File: config.mk
export PLATFORM = sky130hd
export DESIGN_NAME = cpu_ctrl_fsm
export DESIGN_NICKNAME = d
export VERILOG_FILES = /design/src/rtl/cpu_ctrl_fsm.sv
export SDC_FILE = /design/constraint.sdc
export NUM_CORES = 1
export LEC_CHECK = 0
export BUFFER_PORTS_ARGS = -buffer_cell sky130_fd_sc_hd__buf_2
export CAP_MARGIN = 15
export CORE_UTILIZATION = 41
export DETAILED_ROUTE_END_ITERATION = 8
export PLACE_DENSITY_LB_ADDON = 0.15
export SETUP_SLACK_MARGIN = 0.4
export SLEW_MARGIN = 25
export SYNTH_ARGS = -nofsm -noshare
export SYNTH_HDL_FRONTEND = slang
export SYNTH_SLANG_ARGS = --single-unit
File: constraint.sdc
create_clock -name clk -period 4.56 [get_ports clk]
set_input_delay 0.684 -clock clk [delete_from_list [all_inputs] [get_ports clk]]
set_output_delay 0.684 -clock clk [all_outputs]
set_load 0.01 [all_outputs]
File: src/rtl/cpu_ctrl_fsm.sv
// cpu_ctrl_fsm: multicycle control sequencer for the lab RISC-V datapath.
// Runs one instruction at a time through IDLE/FETCH/DECODE/EXEC/MEM/WB and
// owns every architectural write enable (IR, PC, register file).
// Optional feature: define CPU_CTRL_PERF_EN to add the 32-bit instret counter.
//
// Memory handshake: mem_req is raised in FETCH/MEM and then held, together
// with mem_we/mem_size/mem_unsigned, until the cycle mem_ready=1; that cycle
// completes the transfer. mem_ready in any other state is ignored. A request
// left unanswered for MEM_TIMEOUT consecutive cycles (0 = never) traps.
module cpu_ctrl_fsm #(
  parameter int MEM_TIMEOUT = 255
) (
  input  logic        clk,
  input  logic        reset,
  input  logic        run,
  input  logic [5:0]  op,
  input  logic        br_taken,
  input  logic        mem_ready,
  output logic        mem_req,
  output logic        mem_we,
  output logic [1:0]  mem_size,
  output logic        mem_unsigned,
  output logic        ir_we,
  output logic        pc_we,
  output logic [1:0]  pc_src,
  output logic        rf_we,
  output logic [1:0]  wb_sel,
  output logic        alu_a_sel,
  output logic        alu_b_sel,
  output logic [5:0]  alu_op,
  output logic        trap,
  output logic [2:0]  state
`ifdef CPU_CTRL_PERF_EN
  ,
  output logic [31:0] instret
`endif
);

  typedef enum logic [2:0] {
    S_IDLE   = 3'd0,
    S_FETCH  = 3'd1,
    S_DECODE = 3'd2,
    S_EXEC   = 3'd3,
    S_MEM    = 3'd4,
    S_WB     = 3'd5,
    S_TRAP   = 3'd7
  } state_e;

  // Wait counter is at least 8 bits, wider only if the timeout needs it.
  localparam int            CW     = (MEM_TIMEOUT > 255) ? $clog2(MEM_TIMEOUT + 1) : 8;
  localparam logic [CW-1:0] TMO    = CW'(MEM_TIMEOUT);
  localparam bit            TMO_EN = (MEM_TIMEOUT != 0);

  state_e        state_q, state_d;
  logic [5:0]    alu_op_q, alu_op_d;
  logic [CW-1:0] wait_q, wait_d;
  logic [CW-1:0] wait_inc;
  logic          timeout_hit;
  state_e        ret_state;

  // Op classes, always taken from the latched op so they are stable after DECODE.
  logic is_rtype, is_load, is_store, is_branch, is_lui, is_auipc, is_jal, is_jalr;
  assign is_rtype  = (alu_op_q <= 6'd9);
  assign is_load   = (alu_op_q >= 6'd19) && (alu_op_q <= 6'd23);
  assign is_store  = (alu_op_q >= 6'd24) && (alu_op_q <= 6'd26);
  assign is_lui    = (alu_op_q == 6'd27);
  assign is_auipc  = (alu_op_q == 6'd28);
  assign is_branch = (alu_op_q >= 6'd29) && (alu_op_q <= 6'd34);
  assign is_jal    = (alu_op_q == 6'd35);
  assign is_jalr   = (alu_op_q == 6'd36);

  assign wait_inc    = wait_q + CW'(1);
  assign timeout_hit = TMO_EN && (wait_inc == TMO);
  // run is only looked at when an instruction retires (or in IDLE).
  assign ret_state   = run ? S_FETCH : S_IDLE;

  // Next-state, op latch and wait counter (counter is zero unless a request is still pending).
  always_comb begin
    state_d  = state_q;
    alu_op_d = alu_op_q;
    wait_d   = '0;
    case (state_q)
      S_IDLE:   if (run) state_d = S_FETCH;
      S_FETCH: begin
        if (mem_ready)        state_d = S_DECODE;
        else if (timeout_hit) state_d = S_TRAP;
        else                  wait_d  = wait_inc;
      end
      S_DECODE: begin
        alu_op_d = op;
        state_d  = (op > 6'd36) ? S_TRAP : S_EXEC;
      end
      S_EXEC: begin
        if (is_branch)                state_d = ret_state;
        else if (is_load || is_store) state_d = S_MEM;
        else                          state_d = S_WB;
      end
      S_MEM: begin
        if (mem_ready)        state_d = is_store ? ret_state : S_WB;
        else if (timeout_hit) state_d = S_TRAP;
        else                  wait_d  = wait_inc;
      end
      S_WB:     state_d = ret_state;
      S_TRAP:   state_d = S_TRAP;
      default:  state_d = S_TRAP;
    endcase
  end

  // Control outputs decoded from the current state and latched op.
  always_comb begin
    mem_req      = 1'b0;
    mem_we       = 1'b0;
    mem_size     = 2'd0;
    mem_unsigned = 1'b0;
    ir_we        = 1'b0;
    pc_we        = 1'b0;
    pc_src       = 2'd0;
    rf_we        = 1'b0;
    wb_sel       = 2'd0;
    alu_a_sel    = 1'b0;
    alu_b_sel    = 1'b0;
    case (state_q)
      S_FETCH: begin
        mem_req  = 1'b1;
        mem_size = 2'd2;
        ir_we    = mem_ready;
      end
      S_EXEC: begin
        alu_a_sel = is_auipc || is_jal || is_branch;
        alu_b_sel = !(is_rtype || is_branch);
        if (is_branch) begin
          pc_we  = 1'b1;
          pc_src = br_taken ? 2'd1 : 2'd0;
        end
      end
      S_MEM: begin
        mem_req      = 1'b1;
        mem_we       = is_store;
        mem_unsigned = (alu_op_q == 6'd22) || (alu_op_q == 6'd23);
        if ((alu_op_q == 6'd21) || (alu_op_q == 6'd26))
          mem_size = 2'd2;
        else if ((alu_op_q == 6'd20) || (alu_op_q == 6'd23) || (alu_op_q == 6'd25))
          mem_size = 2'd1;
        else
          mem_size = 2'd0;
        pc_we = is_store && mem_ready;
      end
      S_WB: begin
        rf_we = 1'b1;
        pc_we = 1'b1;
        if (is_load)                wb_sel = 2'd1;
        else if (is_jal || is_jalr) wb_sel = 2'd2;
        else if (is_lui)            wb_sel = 2'd3;
        else                        wb_sel = 2'd0;
        if (is_jal)       pc_src = 2'd1;
        else if (is_jalr) pc_src = 2'd2;
        else              pc_src = 2'd0;
      end
      default: ;
    endcase
  end

  // Sequencer state registers; reset aborts any instruction in flight.
  always_ff @(posedge clk or negedge reset) begin
    if (!reset) begin
      state_q  <= S_IDLE;
      alu_op_q <= '0;
      wait_q   <= '0;
    end else begin
      state_q  <= state_d;
      alu_op_q <= alu_op_d;
      wait_q   <= wait_d;
    end
  end

  assign state  = state_q;
  assign alu_op = alu_op_q;
  assign trap   = (state_q == S_TRAP);

`ifdef CPU_CTRL_PERF_EN
  logic [31:0] instret_q, instret_d;
  assign instret_d = instret_q + (pc_we ? 32'd1 : 32'd0);

  // Retired-instruction counter: one count per PC write, wraps naturally.
  always_ff @(posedge clk or negedge reset) begin
    if (!reset) instret_q <= '0;
    else        instret_q <= instret_d;
  end

  assign instret = instret_q;
`endif

endmodule

==> flow_metrics.py, run 1 <==
metrics = {
    "status": {
        "outcome": "finished, violations left",
        "violations": "DRC",
    },
    "critical_path": {
        "cp-start-kind": "flop",
        "reg2reg_from": "state[0]",
        "crit_path_end_kind": "primary output",
        "crit_path_cell_trace": "nand2b_1, or3_1, inv_1, a21oi_1, o22ai_1, buf_2",
        "worstPathMaxFanout": 8,
        "crit_arrival_ns": 1.87,
        "crit_required_ns": 3.88,
        "worst-setup-path-type": "reg2out",
        "r2r_slack_ns": 2.63,
        "critical-path-max-stage-delay_ns": 0.45,
        "r2r-end": "wait_q[3]",
        "cpMaxStageDelayCell": "dfrtp_1",
        "worst_r2r_path_depth": 5,
    },
    "clock_tree": {
        "cts_max_path_buffers": 2,
        "cts.sink_count": 17,
        "clkTransAtPathRegs_ns": 0.10,
        "cts_resized": 0,
        "cts.hold.buffers_added": 0,
        "htreeDepth": 1,
        "cts-root-buf": "clkbuf_4",
        "postCtsSetupBuffers": 0,
        "worstSkewPairLatency_ns": 0.29,
        "cts_tree": "done",
        "cts-buffers-inserted": 3,
    },
    "cells_and_area": {
        "multiInputGateArea_um2": 739.5,
        "drive_above_1_share": 0.2874,
        "syn2layout_area_growth_pct": 14.53,
        "seq_area_um2": 425.4,
        "nNetsFinal": 188,
        "antenna_cells": 0,
        "fin_util": 0.5062,
        "final_cell_area_um2": 1420,
        "num-fill-cells": 301,
    },
    "global_route": {
        "grt_use_total": 0.1843,
        "grt_overflow_total": 0,
        "antenna_found_initial": 0,
        "grt_max_degree": 23,
        "grt_pass1_wl_um": 4747,
        "grt_pass1_vias": 1073,
    },
    "routing": {
        "ant_nets": 0,
        "wirelength_um": 2806,
        "drtIter0Drc": 27,
        "drc": 4,
        "first_pass_iters": 6,
        "vias": 1138,
        "vias_per_cell": 5.551,
        "wl_per_cell_um": 13.69,
    },
    "sta": {
        "max_freq_mhz": 391.2,
        "slew-limit-headroom": 0.5869,
        "finalHoldViolCount": 0,
        "drv_slew": 0,
        "finalCriticalPeriod_ns": 2.556,
        "timing.hold.ws_ns": 0.2928,
        "fin_worst_skew_ns": 0.004432,
        "worst_pin_slew_ns": 0.6196,
        "setup_tns_ns": 0,
        "finalCritPeriodShare": 0.5606,
        "setup_viol": 0,
        "rsz0062_at_grt": "false",
    },
    "worst_hold_path": {
        "min_path_type": "in2async",
    },
    "synthesis": {
        "seq_area_frac_synth": 0.3431,
        "synth_cells": 143,
        "async_flop_share": 1.000,
        "ys_warn_count": 0,
        "synthFlopType": "dfrtp_1",
        "synth_cell_types": 41,
        "ys_ff_latch": 17,
        "syn_avg_cell_area_um2": 8.671,
        "netlist_area_um2": 1240,
        "synth_nets": 156,
        "synth_edf_count": 0,
    },
    "power_and_ir_drop": {
        "leakagePower_nw": 0.6426,
        "ir_drop_v": 0.0003460,
        "power.density_nw_per_um2": 585.8,
    },
    "floorplanning": {
        "die_h_um": 57.00,
        "die-area_um2": 3248,
        "ios": 35,
        "core_region_area_um2": 2805,
        "initial_core_util": 0.4420,
        "row_count": 19,
        "die_x_um": 57.00,
    },
    "placed_design": {
        "dpl-instance-area_um2": 1393,
        "place_congestion": 0.9033,
        "dp_hpwl_um": 2134,
        "io_buffers": 34,
    },
    "flow_run": {
        "drv_cap": 0,
    },
}
-- per-stage QoR --
step           cells  power (mW)  setup slack, ns
6_report         205      0.8319            2.004
3_3_place_gp     201      0.7474            2.382
3_5_place_dp     201      0.7514            2.335
5_1_grt          205      0.9045            1.858
4_1_cts          205      0.8373            1.991
2_1_floorplan    143      0.6357            2.380
-- where the power goes --
| group | leakage [nW] | total [mW] | switching [mW] | internal [mW] |
|---|---|---|---|---|
| registers | 0.218 | 0.308 | 0.113 | 0.195 |
| clock network | 0.0177 | 0.0825 | 0.0498 | 0.0327 |
| logic | 0.407 | 0.442 | 0.237 | 0.204 |
| total | 0.643 | 0.832 | 0.400 | 0.432 |
-- critical path, delay by kind of cell, from the launching register on --
kind	cells	cell delay [ns]
and+or+nand+nor	2	0.71
DFF	1	0.45
buffers and inverters	2	0.22
AOI/OAI and AO/OA	2	0.20
-- Yosys cell counts (all sizes together), types with 5 or more instances --
cell     n  share of area
xor2     5          0.035
nand2b   9          0.045
clkbuf   7          0.045
nand3    7          0.032
a21oi   11          0.044
nand2   10          0.030
nor3     5          0.020
dfrtp   17           0.34
mux2     6          0.054
nor2    16          0.048
inv      5          0.015
-- per-layer routing --
metal	part of all wire	GRT usage	up-vias
met5	0	0	-
met4	0.0014	0.01045	0
met3	0.052	0.04535	2
met2	0.49	0.3277	37
met1	0.46	0.2387	530
li1	-	-	569
-- flip-flops by register name, summed over array words and instances (netlist names) --
register and flops:
state 3, alu_op 6, wait_q 8
-- cell families (layout without fill, tap and decap cells) --
family | count (synthesis) | count (layout) | share of synthesized area
flops | 17 | 17 | 0.3431
fa+ha+maj | 2 | 2 | 0.02018
compound gates | 35 | 35 | 0.2008
buf+inv | 12 | 43 | 0.06054
xor+xnor | 6 | 6 | 0.04238
simple gates | 65 | 65 | 0.2785
mux | 6 | 6 | 0.05449
-- how the worst max path moves through the flow --
| stage | start | endpoint | slack (ns) | depth (start not counted) |
|---|---|---|---|---|
| 4_1_cts | alu_op[5] | pc_we | 1.99 | 6 |
| 6_report | alu_op[5] | pc_we | 2.00 | 6 |
| 3_3_place_gp | alu_op[5] | pc_we | 2.38 | 6 |
| 3_5_place_dp | alu_op[5] | pc_we | 2.33 | 6 |
| 2_1_floorplan | alu_op[1] | mem_size[0] | 2.38 | 5 |
| 5_1_grt | alu_op[3] | pc_src[0] | 1.86 | 4 |
-- final cells by class --
cell class	instances	area share
multi-input combinational	114	0.5207
sequential	17	0.2996
timing repair buffer	34	0.1198
tap	31	0.02731
clock buffer	3	0.01586
inverter	5	0.01322
clock inverter	1	0.003524
-- placed cells by master, fill, tap and decap left out, types with 2 or more instances in the layout --
cell and count:
buf_2 34, dfrtp_1 17, nor2_1 16, a21oi_1 11, nand2_1 10, nand2b_1 9
nand3_1 6, mux2_2 6, inv_1 5, nor3_1 5, xor2_1 5, o21ai_0 4
o22ai_1 4, nor4_1 4, nor2b_1 3, a211oi_1 3, clkbuf_4 3, o21a_1 2
and2_1 2, a31oi_1 2, ha_1 2
Note: power is estimated with default switching activity, not from simulation.
==> inputs of run 2 (changes only) <==
==> constraint.sdc (replaced) <==
create_clock -name clk -period 2.17 [get_ports clk]
set_input_delay 0.3255 -clock clk [delete_from_list [all_inputs] [get_ports clk]]
set_output_delay 0.3255 -clock clk [all_outputs]
set_load 0.01 [all_outputs]
==> run 2 against run 1 <==
Compared with the run above: the run still ends with DRC left; setup slack lost 1.9 ns; first-iteration DRC count grew 110%; utilization grew 16 points; sequential share of layout area shrank 6.4 points; highest routed layer unchanged; largest cell class unchanged; critical endpoint is now pc_src[0].
==> flow_metrics.py, run 2 (synthesized netlist as in run 1, its figures left out) <==
metrics = {
    "status": {
        "outcome": "finished, violations left",
        "violations": "DRC",
    },
    "cells_and_area": {
        "drive_above_1_share": 0.5951,
        "final_cell_mix": "buf_2 (34), buf_4 (25), nor2_1 (10)",
        "syn2layout_area_growth_pct": 49.75,
        "top_register": "wait_q",
        "layout_commonest_cell": "buf_2",
        "nNetsFinal": 219,
        "antenna_cells": 0,
        "final_cell_area_um2": 1857,
        "multiInputGateArea_um2": 917.1,
        "seq_area_um2": 436.7,
        "largest_reg_flops": 8,
        "num-fill-cells": 226,
    },
    "sta": {
        "worst_pin_slew_ns": 0.5302,
        "fin_worst_skew_ns": 0.001888,
        "setup_viol": 0,
        "drv_slew": 0,
        "setup_tns_ns": 0,
        "finalCritPeriodShare": 0.9554,
        "rsz0062_at_grt": "true",
        "slew-limit-headroom": 0.6428,
        "max_freq_mhz": 482.3,
        "finalCriticalPeriod_ns": 2.073,
        "timing.final.ws_setup_ns": 0.09677,
        "finalHoldViolCount": 0,
    },
    "critical_path": {
        "worstPathMaxFanout": 5,
        "cpLargestDelayFamily": "compound AO/OA/AOI/OAI gates",
        "crit_path_end_kind": "primary output",
        "critical-path-max-stage-delay_ns": 0.40,
        "worst-setup-path-type": "reg2out",
        "crit_arrival_ns": 1.75,
        "path_buf_inv": 2,
        "crit_path_cell_trace": "buf_6, nand4b_1, a2bb2oi_4, o32ai_2, buf_2",
        "cp-start-kind": "flop",
        "cpMaxStageDelayCell": "dfrtp_2",
        "worst_r2r_path_depth": 5,
        "path_depth": 5,
        "crit_required_ns": 1.84,
    },
    "routing": {
        "ant_nets": 0,
        "drc": 4,
        "drtIter0Drc": 57,
        "wl_per_cell_um": 16.37,
        "first_pass_iters": 6,
        "vias": 1374,
        "wirelength_um": 3864,
        "vias_per_cell": 5.822,
    },
    "global_route": {
        "antenna_found_initial": 0,
        "grt_overflow_total": 0,
        "grt_pass1_vias": 1229,
        "grt_max_degree": 18,
        "grt_use_total": 0.2185,
        "grt_pass1_wl_um": 5575,
    },
    "placed_design": {
        "post-place-ws_ns": 0.2916,
        "place_congestion": 0.8363,
        "io_buffers": 34,
        "dpl-instance-area_um2": 1428,
        "dp_hpwl_um": 2215,
    },
    "flow_run": {
        "drv_cap": 0,
    },
    "power_and_ir_drop": {
        "p_int_mw": 1.360,
        "power.density_nw_per_um2": 1348,
        "swShare": 0.4568,
        "pwr-share-comb": 0.681,
        "p_clk_frac": 0.069,
        "p_sw_mw": 1.143,
        "leakagePower_nw": 0.8287,
        "ir_drop_v": 0.0008124,
        "p_seq_frac": 0.250,
    },
    "clock_tree": {
        "cts.sink_count": 17,
        "worstSkewPairLatency_ns": 0.30,
        "clkTransAtPathRegs_ns": 0.10,
        "cts_tree": "done",
        "htreeDepth": 1,
        "cts-root-buf": "clkbuf_4",
        "cts_max_path_buffers": 2,
        "cts-buffers-inserted": 3,
    },
    "worst_hold_path": {
        "min_path_cells": 2,
        "min_path_type": "in2reg",
    },
    "floorplanning": {
        "die-area_um2": 3248,
        "die_x_um": 57.00,
        "core_region_area_um2": 2805,
        "ios": 35,
        "row_count": 19,
        "die_h_um": 57.00,
        "initial_core_util": 0.4420,
    },
}
## run 2: cell count changes in the layout (fill, tap and decap cells not counted), moves of 3 or more
cell | before | now
a21oi_1 | 11 | 6
a21oi_2 | 0 | 5
buf_4 | 0 | 25
buf_6 | 0 | 4
dfrtp_1 | 17 | 8
dfrtp_2 | 0 | 9
nand2b_1 | 9 | 5
nand2b_4 | 0 | 3
nor2_1 | 16 | 10
nor2_2 | 0 | 6
nor4_1 | 4 | 1
nor4_2 | 0 | 3
## run 2: layer usage
metal / global-route usage / part of all wire / vias up
li1: - / - / 634
met1: 0.2832 / 0.41 / 662
met2: 0.3647 / 0.51 / 66
met3: 0.05215 / 0.067 / 12
met4: 0.06272 / 0.014 / 0
met5: 0 / 0 / -
## run 2: layout make-up
cell class,count,share of cell area
multi-input combinational,114,0.4939
clock inverter,1,0.002695
timing repair buffer,65,0.2251
clock buffer,3,0.01213
inverter,5,0.01011
sequential,17,0.2352
tap,31,0.02089
## run 2: final timing paths
check	start	to	slack, ns
setup / recovery	alu_op[2]	pc_src[0]	0.1
hold / removal	op[4]	alu_op[4]	0.27
setup reg to reg	wait_q[0]	wait_q[5]	0.33
hold reg to reg	wait_q[7]	wait_q[7]	0.58
max in group asynchronous	reset	alu_op[2]	1.40
min in group asynchronous	reset	wait_q[3]	0.47
## run 2: repair_timing
action	in CTS	in global routing
endpoints found under the hold margin	17	0
pin swaps	10	21
setup endpoints to repair	23	23
gates resized for setup	22	29
hold buffers	1	0
setup buffers	13	14
## run 2: metrics by stage
stage	hold WS (ns)	total power, mW	instances	util
after detailed placement	0.2724	1.639	204	0.5089
after global routing	0.2649	2.660	236	0.6619
final	0.2675	2.503	236	0.6619
after CTS	0.2530	2.111	222	0.5816
after floorplan	0.02991	1.353	143	-
after global placement	0.2641	1.616	204	0.5089
## run 2: power by group through the flow
stage          clock, mW  combinational, mW  sequential (mW)
4_1_cts            0.182               1.32            0.611
3_3_place_gp           0              0.977            0.639
3_5_place_dp           0              0.991            0.648
5_1_grt            0.194               1.82            0.646
6_report           0.173               1.70            0.625
2_1_floorplan          0              0.795            0.558
==> inputs of run 3 (changes only) <==
--- a/config.mk
+++ b/config.mk
@@ -10,7 +10,6 @@
 export CORE_UTILIZATION = 41
 export DETAILED_ROUTE_END_ITERATION = 8
 export PLACE_DENSITY_LB_ADDON = 0.15
-export SETUP_SLACK_MARGIN = 0.4
 export SLEW_MARGIN = 25
 export SYNTH_ARGS = -nofsm -noshare
 export SYNTH_HDL_FRONTEND = slang
==> run 3 against run 2 <==
Compared with the run above: the flow still finishes with violations (DRC); fmax grew 1.5%; setup slack improved by 0.030 ns; clock skew shrank 0.0011 ns; total power is 20% lower; die area did not move; global-route usage is 3.7 points lower.
==> flow_metrics.py, run 3 (synthesized netlist as in run 1, its figures left out) <==
metrics = {
    "critical_path": {
        "crit_arrival_ns": 1.72,
        "crit_required_ns": 1.84,
        "worst-setup-path-type": "reg2out",
        "cp-start-kind": "flop",
        "crit_path_end_kind": "primary output",
        "worstPathMaxFanout": 8,
    },
    "floorplanning": {
        "die-area_um2": 3248,
        "initial_core_util": 0.4420,
        "ios": 35,
        "core_region_area_um2": 2805,
        "die_h_um": 57.00,
        "die_x_um": 57.00,
        "row_count": 19,
    },
    "cells_and_area": {
        "layout_commonest_cell": "buf_2",
        "final_cell_mix": "buf_2 (34), nor2_1 (16), a21oi_1 (11), dfrtp_1 (11)",
        "drive_above_1_share": 0.4011,
        "final_cell_area_um2": 1563,
        "largest_reg_flops": 8,
        "nNetsFinal": 201,
        "top_register": "wait_q",
        "num-fill-cells": 290,
        "antenna_cells": 0,
        "syn2layout_area_growth_pct": 26.03,
    },
    "clock_tree": {
        "htreeDepth": 1,
        "cts-root-buf": "clkbuf_4",
        "cts_tree": "done",
        "cts_max_path_buffers": 2,
        "cts.sink_count": 17,
        "clkTransAtPathRegs_ns": 0.10,
        "cts-buffers-inserted": 3,
        "worstSkewPairLatency_ns": 0.28,
    },
    "worst_hold_path": {
        "min_path_type": "in2reg",
    },
    "sta": {
        "finalHoldViolCount": 0,
        "worst_pin_slew_ns": 0.4936,
        "finalCritPeriodShare": 0.9417,
        "max_freq_mhz": 489.4,
        "fin_worst_skew_ns": 0.0007458,
        "slew-limit-headroom": 0.6697,
        "setup_tns_ns": 0,
        "drv_slew": 0,
        "setup_viol": 0,
        "finalCriticalPeriod_ns": 2.043,
    },
    "global_route": {
        "grt_pass1_vias": 1051,
        "grt_pass1_wl_um": 4712,
        "antenna_found_initial": 0,
        "grt_max_degree": 18,
        "grt_use_total": 0.1816,
        "grt_overflow_total": 0,
    },
    "routing": {
        "first_pass_iters": 6,
        "wirelength_um": 2934,
        "vias_per_cell": 5.376,
        "vias": 1172,
        "drtIter0Drc": 36,
        "drc": 4,
        "ant_nets": 0,
        "wl_per_cell_um": 13.46,
    },
    "placed_design": {
        "io_buffers": 34,
        "dpl-instance-area_um2": 1415,
        "dp_hpwl_um": 2090,
        "place_congestion": 0.8025,
    },
    "power_and_ir_drop": {
        "leakagePower_nw": 0.7136,
        "ir_drop_v": 0.0007118,
        "power.density_nw_per_um2": 1279,
    },
    "status": {
        "outcome": "finished, violations left",
        "violations": "DRC",
    },
    "flow_run": {
        "drv_cap": 0,
    },
}
-- run 3: cell count changes in the layout (fill, tap and decap cells not counted), moves of 3 or more --
cell     before  now
nor2_2        6    0
buf_4        25   10
nor2_1       10   16
a21oi_2       5    0
buf_6         4    0
dfrtp_2       9    6
a21oi_1       6   11
dfrtp_1       8   11
-- run 3: layer usage --
metal  global-route usage  part of all wire
met3              0.04308             0.034
met2               0.3059              0.47
met1               0.2460              0.50
met5                    0                 0
met4              0.02091                 0
-- run 3: worst max-delay path, stage by stage, from the launching register on --
cell and delay, ns:
dfrtp_1 0.50, nor3b_2 0.31, a2bb2oi_2 0.15, o32ai_1 0.29
buf_2 0.18
-- run 3: power by group --
| group | total, mW | internal, mW | switching, mW |
|---|---|---|---|
| clock network | 0.167 | 0.0685 | 0.0986 |
| logic | 1.20 | 0.596 | 0.604 |
| registers | 0.632 | 0.423 | 0.209 |
| total | 2.00 | 1.09 | 0.912 |
-- run 3: per-stage QoR --
stage          hold WS (ns)  cells  setup WS (ns)    util  total power [mW]
3_5_place_dp         0.2689    204         0.2795  0.5045             1.617
4_1_cts              0.2710    209        0.01595  0.5232             1.814
2_1_floorplan       0.02991    143         0.3481       -             1.336
6_report             0.2810    218         0.1266  0.5571             1.998
5_1_grt              0.2616    218       -0.01814  0.5571             2.161
3_3_place_gp         0.2590    204         0.3037  0.5045             1.600
-- run 3: final timing paths --
check | from | endpoint | slack (ns) | depth (start not counted)
setup / recovery | alu_op[3] | pc_src[0] | 0.13 | 4
hold / removal | op[4] | alu_op[4] | 0.28 | 2
setup reg to reg | wait_q[2] | wait_q[5] | 0.30 | 5
hold reg to reg | wait_q[0] | wait_q[0] | 0.52 | 1
max in group asynchronous | reset | alu_op[0] | 1.40 | 2
min in group asynchronous | reset | wait_q[3] | 0.48 | 2
-- run 3: layout make-up --
type / count / area [um2] / area share
clock buffer: 3 / 22.52 / 0.01441
clock inverter: 1 / 5.005 / 0.003203
inverter: 5 / 18.77 / 0.01201
multi-input combinational: 114 / 779.5 / 0.4988
sequential: 17 / 432.9 / 0.2770
tap: 31 / 38.79 / 0.02482
timing repair buffer: 47 / 265.3 / 0.1697
-- run 3: what timing repair did --
action                                  CTS  global route
hold endpoints to repair                 17             0
endpoints found under the setup margin    2             4
setup buffers                             0             9
gates resized for setup                   5             9
hold buffers                              1             0
pin swaps                                 0             2
